$ cat src/rtl/bin_to_dec_seq_pkg.sv
// Shared definitions for the binary-to-decimal line sequencer.
//   state_t  : sequencer states (IDLE, DRIVE, GAP)
//   MAX_CODE : highest code that owns an output line
//   CNT_W    : width of the hold/gap down-counter
//   cnt_t    : counter type
package dec_pkg;

  localparam int MAX_CODE = 7;
  localparam int CNT_W    = 8;

  typedef enum logic [1:0] {
    IDLE  = 2'd0,
    DRIVE = 2'd1,
    GAP   = 2'd2
  } state_t;

  typedef logic [CNT_W-1:0] cnt_t;

endpackage

$ cat src/rtl/bin_to_dec_seq_if.sv
// Handshake and decoded-line bundle for bin_to_dec_seq.
//   i_b       : 4-bit binary code (0..7 legal, 8..15 illegal)
//   i_valid   : i_b is presented for transfer
//   o_ready   : sequencer accepts i_b this cycle
//   o_d1..o_d7: registered one-hot decoded lines
//   o_busy    : sequencer is not idle
//   o_err     : one-cycle pulse after an illegal code is accepted
// master drives the code, slave is the sequencer.
interface bin_to_dec_seq_if;

  logic [3:0] i_b;
  logic       i_valid;
  logic       o_ready;
  logic       o_d1;
  logic       o_d2;
  logic       o_d3;
  logic       o_d4;
  logic       o_d5;
  logic       o_d6;
  logic       o_d7;
  logic       o_busy;
  logic       o_err;

  modport master (
    output i_b, i_valid,
    input  o_ready, o_d1, o_d2, o_d3, o_d4, o_d5, o_d6, o_d7, o_busy, o_err
  );

  modport slave (
    input  i_b, i_valid,
    output o_ready, o_d1, o_d2, o_d3, o_d4, o_d5, o_d6, o_d7, o_busy, o_err
  );

endinterface

$ cat src/rtl/bin_to_onehot.sv
// Combinational decoder: 4-bit code to MAX_CODE-bit one-hot.
//   code   : binary input
//   onehot : bit N-1 set for code N in 1..MAX_CODE; all zero for 0 and 8..15
module bin_to_onehot
  import dec_pkg::*;
(
  input  logic [3:0]          code,
  output logic [MAX_CODE-1:0] onehot
);

  always_comb begin
    for (int n = 1; n <= MAX_CODE; n++) begin
      onehot[n-1] = (code == 4'(n));
    end
  end

endmodule

$ cat src/rtl/bin_to_dec_seq.sv
// Binary-to-decimal line sequencer. An accepted code 1..7 drives its line
// for HOLD_CYCLES cycles, then the block idles GAP_CYCLES cycles before it
// accepts another code. Code 0 is a no-op; codes 8..15 raise o_err once.
//   i_clk : clock, rising edge
//   i_rst : synchronous active-high reset
//   bus   : bin_to_dec_seq_if slave (handshake, decoded lines, status)
// Parameters: HOLD_CYCLES (1..255), GAP_CYCLES (0..255).
module bin_to_dec_seq
  import dec_pkg::*;
#(
  parameter int HOLD_CYCLES = 4,
  parameter int GAP_CYCLES  = 1
) (
  input  logic             i_clk,
  input  logic             i_rst,
  bin_to_dec_seq_if.slave  bus
);

  // Counter reload values; the counter runs N-1 down to 0 so a phase lasts N cycles.
  localparam cnt_t       HOLD_LOAD  = CNT_W'(HOLD_CYCLES - 1);
  localparam cnt_t       GAP_LOAD   = (GAP_CYCLES > 0) ? CNT_W'(GAP_CYCLES - 1) : '0;
  localparam logic [3:0] MAX_CODE_B = 4'(MAX_CODE);

  state_t              state_q, state_n;
  cnt_t                cnt_q,   cnt_n;
  logic [3:0]          code_q,  code_n;
  logic [MAX_CODE-1:0] d_q;
  logic [MAX_CODE-1:0] dec;
  logic                err_q,   err_n;
  logic                ready;
  logic                xfer;

  assign ready = (state_q == IDLE) && !i_rst;
  assign xfer  = bus.i_valid && ready;

  // Decode the code that will be held next cycle, so the line register
  // turns on in the same edge that enters DRIVE.
  bin_to_onehot u_dec (
    .code   (code_n),
    .onehot (dec)
  );

  always_comb begin
    // NOTE: every output of this block gets a default first, so no path
    // leaves a signal unassigned and no latch is inferred.
    state_n = state_q;
    cnt_n   = cnt_q;
    code_n  = code_q;
    err_n   = 1'b0;

    case (state_q)
      IDLE: begin
        if (xfer) begin
          if (bus.i_b > MAX_CODE_B) begin
            err_n = 1'b1;
          end else if (bus.i_b != 4'd0) begin
            code_n  = bus.i_b;
            cnt_n   = HOLD_LOAD;
            state_n = DRIVE;
          end
        end
      end

      DRIVE: begin
        if (cnt_q == '0) begin
          if (GAP_CYCLES > 0) begin
            cnt_n   = GAP_LOAD;
            state_n = GAP;
          end else begin
            state_n = IDLE;
          end
        end else begin
          cnt_n = cnt_q - 1'b1;
        end
      end

      GAP: begin
        if (cnt_q == '0) begin
          state_n = IDLE;
        end else begin
          cnt_n = cnt_q - 1'b1;
        end
      end

      default: state_n = IDLE;
    endcase
  end

  // NOTE: sequential state uses non-blocking assignments so every register
  // samples the pre-edge values, independent of statement order.
  always_ff @(posedge i_clk) begin
    if (i_rst) begin
      state_q <= IDLE;
      cnt_q   <= '0;
      code_q  <= '0;
      d_q     <= '0;
      err_q   <= 1'b0;
    end else begin
      state_q <= state_n;
      cnt_q   <= cnt_n;
      code_q  <= code_n;
      d_q     <= (state_n == DRIVE) ? dec : '0;
      err_q   <= err_n;
    end
  end

  assign bus.o_ready = ready;
  assign bus.o_busy  = (state_q != IDLE);
  assign bus.o_err   = err_q;
  assign bus.o_d1    = d_q[0];
  assign bus.o_d2    = d_q[1];
  assign bus.o_d3    = d_q[2];
  assign bus.o_d4    = d_q[3];
  assign bus.o_d5    = d_q[4];
  assign bus.o_d6    = d_q[5];
  assign bus.o_d7    = d_q[6];

endmodule

$ cat src/flat_wrapper.sv
// flat-port wrapper written by rule: the top's interface ports become plain ports
module bin_to_dec_seq_flat import dec_pkg::*;
#(
  parameter int HOLD_CYCLES = 4,
  parameter int GAP_CYCLES  = 1
)
  (i_clk, i_rst, bus_i_b, bus_i_valid, bus_o_ready, bus_o_d1, bus_o_d2, bus_o_d3, bus_o_d4, bus_o_d5, bus_o_d6, bus_o_d7, bus_o_busy, bus_o_err);
  bin_to_dec_seq_if bus_i ();
  input  logic i_clk;
  input  logic i_rst;
  input wire logic [$bits(bus_i.i_b)-1:0] bus_i_b;
  input wire logic [$bits(bus_i.i_valid)-1:0] bus_i_valid;
  output wire logic [$bits(bus_i.o_ready)-1:0] bus_o_ready;
  output wire logic [$bits(bus_i.o_d1)-1:0] bus_o_d1;
  output wire logic [$bits(bus_i.o_d2)-1:0] bus_o_d2;
  output wire logic [$bits(bus_i.o_d3)-1:0] bus_o_d3;
  output wire logic [$bits(bus_i.o_d4)-1:0] bus_o_d4;
  output wire logic [$bits(bus_i.o_d5)-1:0] bus_o_d5;
  output wire logic [$bits(bus_i.o_d6)-1:0] bus_o_d6;
  output wire logic [$bits(bus_i.o_d7)-1:0] bus_o_d7;
  output wire logic [$bits(bus_i.o_busy)-1:0] bus_o_busy;
  output wire logic [$bits(bus_i.o_err)-1:0] bus_o_err;
  assign bus_i.i_b = bus_i_b;
  assign bus_i.i_valid = bus_i_valid;
  assign bus_o_ready = bus_i.o_ready;
  assign bus_o_d1 = bus_i.o_d1;
  assign bus_o_d2 = bus_i.o_d2;
  assign bus_o_d3 = bus_i.o_d3;
  assign bus_o_d4 = bus_i.o_d4;
  assign bus_o_d5 = bus_i.o_d5;
  assign bus_o_d6 = bus_i.o_d6;
  assign bus_o_d7 = bus_i.o_d7;
  assign bus_o_busy = bus_i.o_busy;
  assign bus_o_err = bus_i.o_err;
  bin_to_dec_seq #(.HOLD_CYCLES(HOLD_CYCLES), .GAP_CYCLES(GAP_CYCLES)) u_core (.i_clk(i_clk), .i_rst(i_rst), .bus(bus_i));
endmodule
$ cat config.mk
export PLATFORM = sky130hd
export DESIGN_NAME = bin_to_dec_seq_flat
export DESIGN_NICKNAME = d
export VERILOG_FILES = /design/src/rtl/bin_to_dec_seq_pkg.sv /design/src/rtl/bin_to_dec_seq_if.sv /design/src/rtl/bin_to_onehot.sv /design/src/rtl/bin_to_dec_seq.sv /design/src/flat_wrapper.sv
export SDC_FILE = /design/constraint.sdc
export NUM_CORES = 1
export LEC_CHECK = 0
export CORE_AREA = 2 2 67 43
export CTS_CLUSTER_DIAMETER = 50
export CTS_CLUSTER_SIZE = 20
export DETAILED_ROUTE_END_ITERATION = 10
export DIE_AREA = 0 0 69 45
export GPL_ROUTABILITY_DRIVEN = 0
export PLACE_DENSITY = 0.72
export SLEW_MARGIN = 20
export SYNTH_ARGS = -nofsm -noshare
export SYNTH_HDL_FRONTEND = slang
export SYNTH_SLANG_ARGS = --single-unit
$ cat constraint.sdc
create_clock -name i_clk -period 3 [get_ports i_clk]
set_input_delay 0.6 -clock i_clk [delete_from_list [all_inputs] [get_ports i_clk]]
set_output_delay 0.6 -clock i_clk [all_outputs]
set_load 0.01 [all_outputs]
# After elaboration in Yosys (flattened, before gate mapping)
# Cells that the tools add are included.
word_totals:
  ff_bits: 22
  word_cells: 52
classes:
  n_lt_le_gt_ge: 1
  addsub: 1
  n_reduce_logical: 11
  eq_ne: 14
  bitwise_logic: 3
  n_mux: 17
ops:
  columns: ["operator", "count"]
  rows:
  - ["8-bit 2-to-1 mux", 5]
  - ["8-bit one-hot mux with 3 select lines", 1]
  - ["4-bit by 3-bit == test with 1-bit output (second input constant)", 4]
  - ["4-bit 2-to-1 mux", 4]
  - ["2-bit 2-to-1 mux", 5]
  - ["4-bit by 2-bit == test with 1-bit output (second input constant)", 2]
  - ["8-bit zero test", 1]
  - ["8-bit by 1-bit subtractor with 8-bit output (second input constant)", 1]
  - ["2-bit inequality test (second input constant)", 3]
  - ["2-bit one-hot mux with 3 select lines", 1]
  - ["5-bit AND reduction", 1]
  - ["2-bit by 1-bit == test with 1-bit output (second input constant)", 2]
  - ["4-bit by 1-bit == test with 1-bit output (second input constant)", 1]
  - ["4-bit by 3-bit greater-than comparator with 1-bit output (second input constant)", 1]
  - ["4-bit nonzero test", 1]
  - ["1-bit NOT", 3]
  - ["3-bit nonzero test", 1]
  - ["3-bit OR reduction", 1]
  - ["2-bit == test (second input constant)", 1]
  - ["1-bit logical AND", 2]
  - ["2-bit zero test", 1]
  - ["2-bit by 1-bit inequality test with 1-bit output (second input constant)", 1]
  - ["2-bit nonzero test", 1]
  - ["2-bit OR reduction", 1]
  - ["other kinds (2)", 2]

# Logic depth before layout (Yosys ltp)
# Gate-level depths: netlist of run 1.
depth:
  depth_word: 8
  mapped_depth: 8

# Hierarchy
# From an unflattened synthesis of run 1, not the netlist that was laid out.
unflattened:
  cells_unflattened: 125
  area_unflattened_um2: 1226.2
by_module_without_submodules:
  columns: ["module", "area_each_um2", "cells_per_inst", "n_inst", "seq_area_each_um2"]
  rows:
  - ["bin_to_dec_seq", 1151.1, 118, 1, 440.4]
  - ["bin_to_onehot", 75.1, 7, 1, 0.0]

# Worst setup path before layout of run 1
# No wires, ideal clock.
synth_timing:
  path_type: "input to register"
  startpoint: "input i_rst"
  endpoint: "register u_core.cnt_q[7]"
  path_slack_ns: 0.896
  t_required_ns: 2.930
  arrival_ns: 2.034
  cell_stages: 5
  cell_sequence: "nor4bb_1 -> clkbuf_1 -> a21oi_1 -> or4b_2 -> a21oi_1"
synth_between:
  elab_chain_cells: 5
synth_rtl:
  columns: ["item", "line_no", "source"]
  rows:
  - ["start: declaration", "flat_wrapper.sv:10", "input logic i_rst;"]
  - ["1-bit zero test", "bin_to_dec_seq.sv:33", "assign ready = (state_q == IDLE) && !i_rst;"]
  - ["1-bit logical AND", "bin_to_dec_seq.sv:33", null]
  - ["1-bit logical AND", "bin_to_dec_seq.sv:34", "assign xfer = bus.i_valid && ready;"]
  - ["2-bit by 1-bit inequality test with 1-bit output (no line)", null, null]
  - ["5-bit AND reduction (no line)", null, null]
  - ["end signal: assignment", "bin_to_dec_seq.sv:100", "cnt_q <= cnt_n;"]
  - ["end: declaration", "bin_to_dec_seq.sv:25", "cnt_t cnt_q, cnt_n;"]
# Several ways; a longest one is shown, not always the timed one.
# A chain may end at the register's enable or synchronous reset.

# Worst setup path in the final report of run 1
layout_timing:
  startpoint: "input i_rst"
  endpoint: "output bus_o_ready"
layout_between:
  elab_chain_cells: 2
layout_rtl:
  columns: ["item", "line_no", "source"]
  rows:
  - ["1-bit zero test", "bin_to_dec_seq.sv:33", null]
  - ["1-bit logical AND", "bin_to_dec_seq.sv:33", null]
  - ["end: declaration", "flat_wrapper.sv:13", "output wire logic [$bits(bus_i.o_ready)-1:0] bus_o_ready;"]
# No other way between the ends.

==> summary.txt, run 1 <==
Placement
  • Port Buffer Count: 16
  • Post-Place Cell Area: 1390 um2
  • Final HPWL DP: 2060 um
  • Placed Cells: 174
  • Pre-CTS setup slack: 367.1 ps

Finish
  • Layout cells sized above 1: 13.01%
  • Area of the multi-input gates: 704.4 um2
  • # diodes: 0
  • Final instance area: 1461 um2
  • # fillers: 220
  • Storage element area: 440.4 um2
  • Final non-filler cell total: 178
  • P&R area growth vs syn: 22.30%
  • NumNets Final: 160

Logic synthesis
  • Mapped Area: 1195 um2
  • Sequential share of the synthesized area: 36.86%
  • Synth top cells by count: dfxtp_1, a21oi_1, nor2_1
  • Xor/xnor share of the synthesized area: 0%
  • Simple-gate area share of the yosys netlist: 23.87%
  • Compound-Gate Fraction of Synth Area: 28.27%
  • Synth warn: 0
  • Area leader, netlist: dfxtp_1
  • Largest family of logic cells by synthesized area: compound AO/OA/AOI/OAI gates
  • Register bit total from synthesis: 22
  • Post-synth EDFFs: 0
  • Post-Synthesis Cells: 129
  • Mux contribution to synthesized area: 0%
  • Asr flop ratio synth: 0%
  • Syn Area/Cell: 9.263 um2
  • Adder-cell area share of the yosys netlist: 6.283%
  • Main synth FF type: dfxtp_1
  • Proportion of netlist area held by the largest area contributor: 36.86%
  • Synth unique cells: 45
  • Synth area leaders: dfxtp_1, ha_1, a21oi_1
  • Net Count, Synth: 142
  • Leading cell type by number of instances after synthesis: dfxtp_1

STA
  • Max Freq: 0.3993 GHz
  • Final period util: 83.48%
  • Final min period: 2505 ps
  • Hold Vio Cnt, Final: 0
  • Skew final: 4.122 ps
  • Fin Setup TNS: 0 ps
  • Post-route setup slack: 495.5 ps
  • Final setup viols: 0
  • WHS: 481.7 ps
  • Max-slew violation count: 0
  • RSZ-0062 raised after global routing: false
  • Worst slew pin tran: 652.1 ps
  • Slew HR: 56.52%

Route
  • Wire per inst: 15.65 um
  • Routed WL: 2786 um
  • Drt first pass iters: 4
  • Vias: 1102
  • Post-route ant nets: 0
  • Drt drc: 0
  • Initial DRC count: 93
  • Via density: 6.191

Setup path
  • Worst Setup SP: i_rst
  • Worst path cell trace: clkdlybuf4s50_1, buf_4, nor2_1, clkdlybuf4s50_1
  • Crit path DAT: 1900 ps
  • Critical path class: input port to output port
  • Worst Reg-to-Reg Cells: 6
  • CP peak stage delay: 560 ps
  • Crit path top cell by count: clkdlybuf4s50_1
  • Startpoint Class: input port
  • FF-to-FF setup slack: 790 ps
  • Worst Setup End Kind: output port
  • Worst r2r src: u_core.state_q[1]
  • R2R Path End: u_core.cnt_q[7]
  • Largest fanout on the critical path: 10
  • WP data required: 2400 ps
  • Crit-path slowest cell: clkdlybuf4s50_1

Clocking
  • Setup Fix Bufs, Post-CTS: 0
  • CTS Buffer Depth: 2
  • H-tree depth: 1
  • Clock-pin slew on the worst setup and hold paths: 80 ps
  • CTS Buf Count: 3
  • TritonCTS clock tree: yes
  • # resized after CTS: 0
  • Hold buffers post-CTS: 0
  • Worst-skew pair later-pin latency: 260 ps
  • Root Driver: clkbuf_8
  • Num Clock Sinks: 22

Die
  • Die W: 69 um
  • Core box area: 2452 um2
  • Die height: 45 um
  • Ports: 17
  • Initial Util: 48.72%
  • Cell Rows: 14
  • Die area: 3105 um2

Power and ir drop
  • Worst VDD drop: 423.3 uV
  • Clock power frac: 32.4%
  • Internal Pwr Total: 0.5953 mW
  • Logic pwr share: 28.0%
  • Leakage: 0.5227 nW
  • PwrDens: 584.8 nW/um2
  • Net Sw Power: 0.2594 mW
  • Switching Share: 30.35%
  • Seq pwr share: 39.5%

Hold path
  • Hold Crit Depth: 1
  • Tightest Hold Check Type: flop to flop
  • Worst min-delay path startpoint: u_core.code_q[3]
  • Endpoint, Worst Hold: u_core.code_q[3]

GRT
  • Tot GR Track Use: 18.87%
  • Remaining Overflow, GRT: 0
  • Initial antenna violation count: 0
  • Largest net degree at the start of global routing: 17
  • First-pass GRT wire length: 4560 um
  • Vias in the first global route: 981

Run status
  • Status: complete, no violations

Flow run
  • Max Cap Viol: 0
-- critical path: cells and delay by family --
| family | cells | cell delay (ps) |
|---|---|---|
| and+or+nand+nor | 1 | 120 |
| buffers and inverters | 3 | 1180 |
-- through the flow --
stage	total power, mW	utilization, %
after floorplan	0.5257	-
after global placement	0.5685	56.68
after detailed placement	0.5764	56.68
after CTS	0.8558	59.59
after global routing	0.8998	59.59
final	0.8547	59.59
-- metal layers --
metal	wire, um	track usage, %	vias up	part of all wire [%]
li1	-	-	536	-
met1	1393	27.06	528	50
met2	1204	28.85	36	43
met3	176	5.357	2	6.3
met4	10	3.529	0	0.36
met5	0	0	-	0
-- worst max-delay path by stage --
| stage | slack [ps] | depth (start not counted) | to |
|---|---|---|---|
| 2_1_floorplan | 900 | 5 | u_core.cnt_q[7] |
| 3_3_place_gp | 360 | 5 | u_core.cnt_q[7] |
| 3_5_place_dp | 370 | 5 | u_core.d_q[4] |
| 4_1_cts | 490 | 4 | bus_o_ready |
| 5_1_grt | 450 | 4 | bus_o_ready |
| 6_report | 500 | 4 | bus_o_ready |
-- placed cells by master (no fill, tap or decap), types with 4 or more instances in the layout --
cell type        count
a22oi_1              4
clkdlybuf4s50_1     16
nor4_1               6
ha_1                 6
a21oi_1             11
o21ai_0              4
inv_1                8
nor2_1               9
dfxtp_1             22
-- registers in the layout, indices dropped and copies added, names as in the netlist --
name,count
u_core.state_q,2
u_core.bus.o_err,1
u_core.d_q,7
u_core.code_q,4
u_core.cnt_q,8
-- logic make-up (layout without fill, tap and decap cells) --
family                   after synthesis  after routing
AND/OR/NAND/NOR                       44             44
flip-flops                            22             22
adder cells (fa/ha/maj)                6              6
AO/OA/AOI/OAI                         44             44
buffers and inverters                 13             30
-- power by group through the flow --
stage          clock, mW  sequential [mW]  combinational [mW]
2_1_floorplan          0            0.338               0.188
5_1_grt            0.294            0.341               0.264
4_1_cts            0.283            0.337               0.237
6_report           0.277            0.338               0.240
3_5_place_dp           0            0.344               0.233
3_3_place_gp           0            0.343               0.226
-- layout make-up --
type	instances	area share, %
Tap cell	32	2.740
Inverter	8	2.055
Sequential cell	22	30.14
Clock inverter	1	2.055
Clock buffer	3	2.825
Timing Repair Buffer	18	11.99
Multi-Input combinational cell	94	48.20
Power figures use the tool's default switching activity.
==> run 2, diff against run 1 <==
Clock period 3 ns to 2.4 ns, I/O delays scaled along.
==> summary.txt, run 2 (synthesis gave the netlist of run 1 again) <==
Die
  • Die W: 69 um
  • Core box area: 2452 um2
  • Cell Rows: 14
  • Die height: 45 um
  • Initial Util: 48.72%
  • Die area: 3105 um2
  • Ports: 17

Clocking
  • CTS Buf Count: 3
  • Root Driver: clkbuf_8
  • H-tree depth: 1
  • CTS Buffer Depth: 2
  • TritonCTS clock tree: yes
  • Setup Fix Bufs, Post-CTS: 0
  • Clock-pin slew on the worst setup and hold paths: 80 ps
  • Worst-skew pair later-pin latency: 270 ps
  • Num Clock Sinks: 22
  • # resized after CTS: 0
  • Hold buffers post-CTS: 0

STA
  • Final setup viols: 0
  • Worst slew pin tran: 502.5 ps
  • Skew final: 3.360 ps
  • Max-slew violation count: 0
  • Post-route setup slack: 133.3 ps
  • Final period util: 94.45%
  • WHS: 486.1 ps
  • Hold Vio Cnt, Final: 0
  • Slew HR: 66.27%
  • Final min period: 2267 ps
  • Max Freq: 0.4412 GHz
  • RSZ-0062 raised after global routing: false

Finish
  • Layout cells sized above 1: 15.89%
  • Area of the multi-input gates: 704.4 um2
  • Storage element area: 440.4 um2
  • NumNets Final: 165
  • Reg with most FFs: u_core.cnt_q
  • Most common cell after layout, fill and taps aside: dfxtp_1
  • Most frequent cells in the layout: dfxtp_1, clkdlybuf4s50_1, a21oi_1
  • P&R area growth vs syn: 24.08%
  • Biggest regs: u_core.cnt_q: 8 flops, u_core.d_q: 7 flops, u_core.code_q: 4 flops
  • Max reg flops: 8
  • # diodes: 0
  • # fillers: 210

Power and ir drop
  • Net Sw Power: 0.3229 mW
  • Worst VDD drop: 410.4 uV
  • Switching Share: 32.28%
  • Leakage: 0.5398 nW
  • Logic pwr share: 30.7%
  • Internal Pwr Total: 0.6775 mW
  • Seq pwr share: 42.3%
  • PwrDens: 674.7 nW/um2
  • Clock power frac: 27.1%

GRT
  • Tot GR Track Use: 19.21%
  • Vias in the first global route: 971
  • First-pass GRT wire length: 4574 um
  • Largest net degree at the start of global routing: 17
  • Remaining Overflow, GRT: 0
  • Initial antenna violation count: 0

Hold path
  • Hold Crit Depth: 1
  • Tightest Hold Check Type: flop to flop
  • Worst min-delay path startpoint: u_core.code_q[3]

Setup path
  • Critical path class: input port to output port
  • WP data required: 1920 ps
  • Worst Setup End Kind: output port
  • Worst r2r src: u_core.state_q[0]
  • Startpoint Class: input port
  • Worst Setup SP: i_rst
  • Crit path DAT: 1790 ps
  • Largest fanout on the critical path: 10
  • Worst Reg-to-Reg Cells: 6

Route
  • Initial DRC count: 38
  • Wire per inst: 15.05 um
  • Via density: 5.902
  • Routed WL: 2755 um
  • Vias: 1080
  • Post-route ant nets: 0
  • Drt first pass iters: 4
  • Drt drc: 0

Flow run
  • Max Cap Viol: 0

Run status
  • Status: complete, no violations

Placement
  • Port Buffer Count: 16
  • Final HPWL DP: 2158 um
  • Pre-CTS setup slack: -30.28 ps
run 2: cell count changes in the layout (fill, tap and decap cells not counted), sizes merged:
| cell | previous run | this run |
|---|---|---|
| clkbuf | 3 | 4 |
| bufinv | 1 | 0 |
| buf | 2 | 7 |
run 2: through the flow:
stage | power [mW] | cell area [um2] | TNS [ps] | util [%] | cells
3_3_place_gp | 0.7259 | 1428 | 0 | 58.21 | 179
6_report | 1.000 | 1483 | 0 | 60.46 | 183
2_1_floorplan | 0.6572 | 1195 | 0 | - | 129
4_1_cts | 1.002 | 1483 | 0 | 60.46 | 183
3_5_place_dp | 0.7324 | 1428 | -41.31 | 58.21 | 179
5_1_grt | 1.057 | 1483 | 0 | 60.46 | 183
run 2: final cells by class:
class,count,share of cell area [%]
Sequential cell,22,29.70
Inverter,8,2.025
Clock buffer,4,3.713
Tap cell,32,2.700
Timing Repair Buffer,23,14.35
Multi-Input combinational cell,94,47.51
run 2: power by group through the flow:
stage | Combinational, mW | Clock (mW) | Sequential [mW]
3_3_place_gp | 0.297 | 0 | 0.429
4_1_cts | 0.304 | 0.277 | 0.422
5_1_grt | 0.339 | 0.291 | 0.427
2_1_floorplan | 0.235 | 0 | 0.422
6_report | 0.307 | 0.271 | 0.423
3_5_place_dp | 0.302 | 0 | 0.430
run 2: path summary, 6_finish.rpt:
path / endpoint / slack, ps
min: u_core.code_q[3] / 490
max reg2reg: u_core.d_q[6] / 240
min reg2reg: u_core.code_q[3] / 490
max: bus_o_ready / 130
run 2: worst max-delay path, stage by stage:
cell and delay [ps]:
clkdlybuf4s50_1 440, buf_4 190, nor2_1 110, clkdlybuf4s50_1 560
run 2: metal layers:
layer	up-vias	global-route usage [%]	share of wire [%]
met3	9	5.357	6.2
li1	549	-	-
met2	33	26.35	39
met5	-	0	0
met4	0	7.059	2.0
met1	489	28.53	52
==> run 3, diff against run 2 <==
Settings changed: CAP_MARGIN from default to 20.
==> results of run 3 <==
The final DEF is identical to that of run 2; final timing and power are the same.
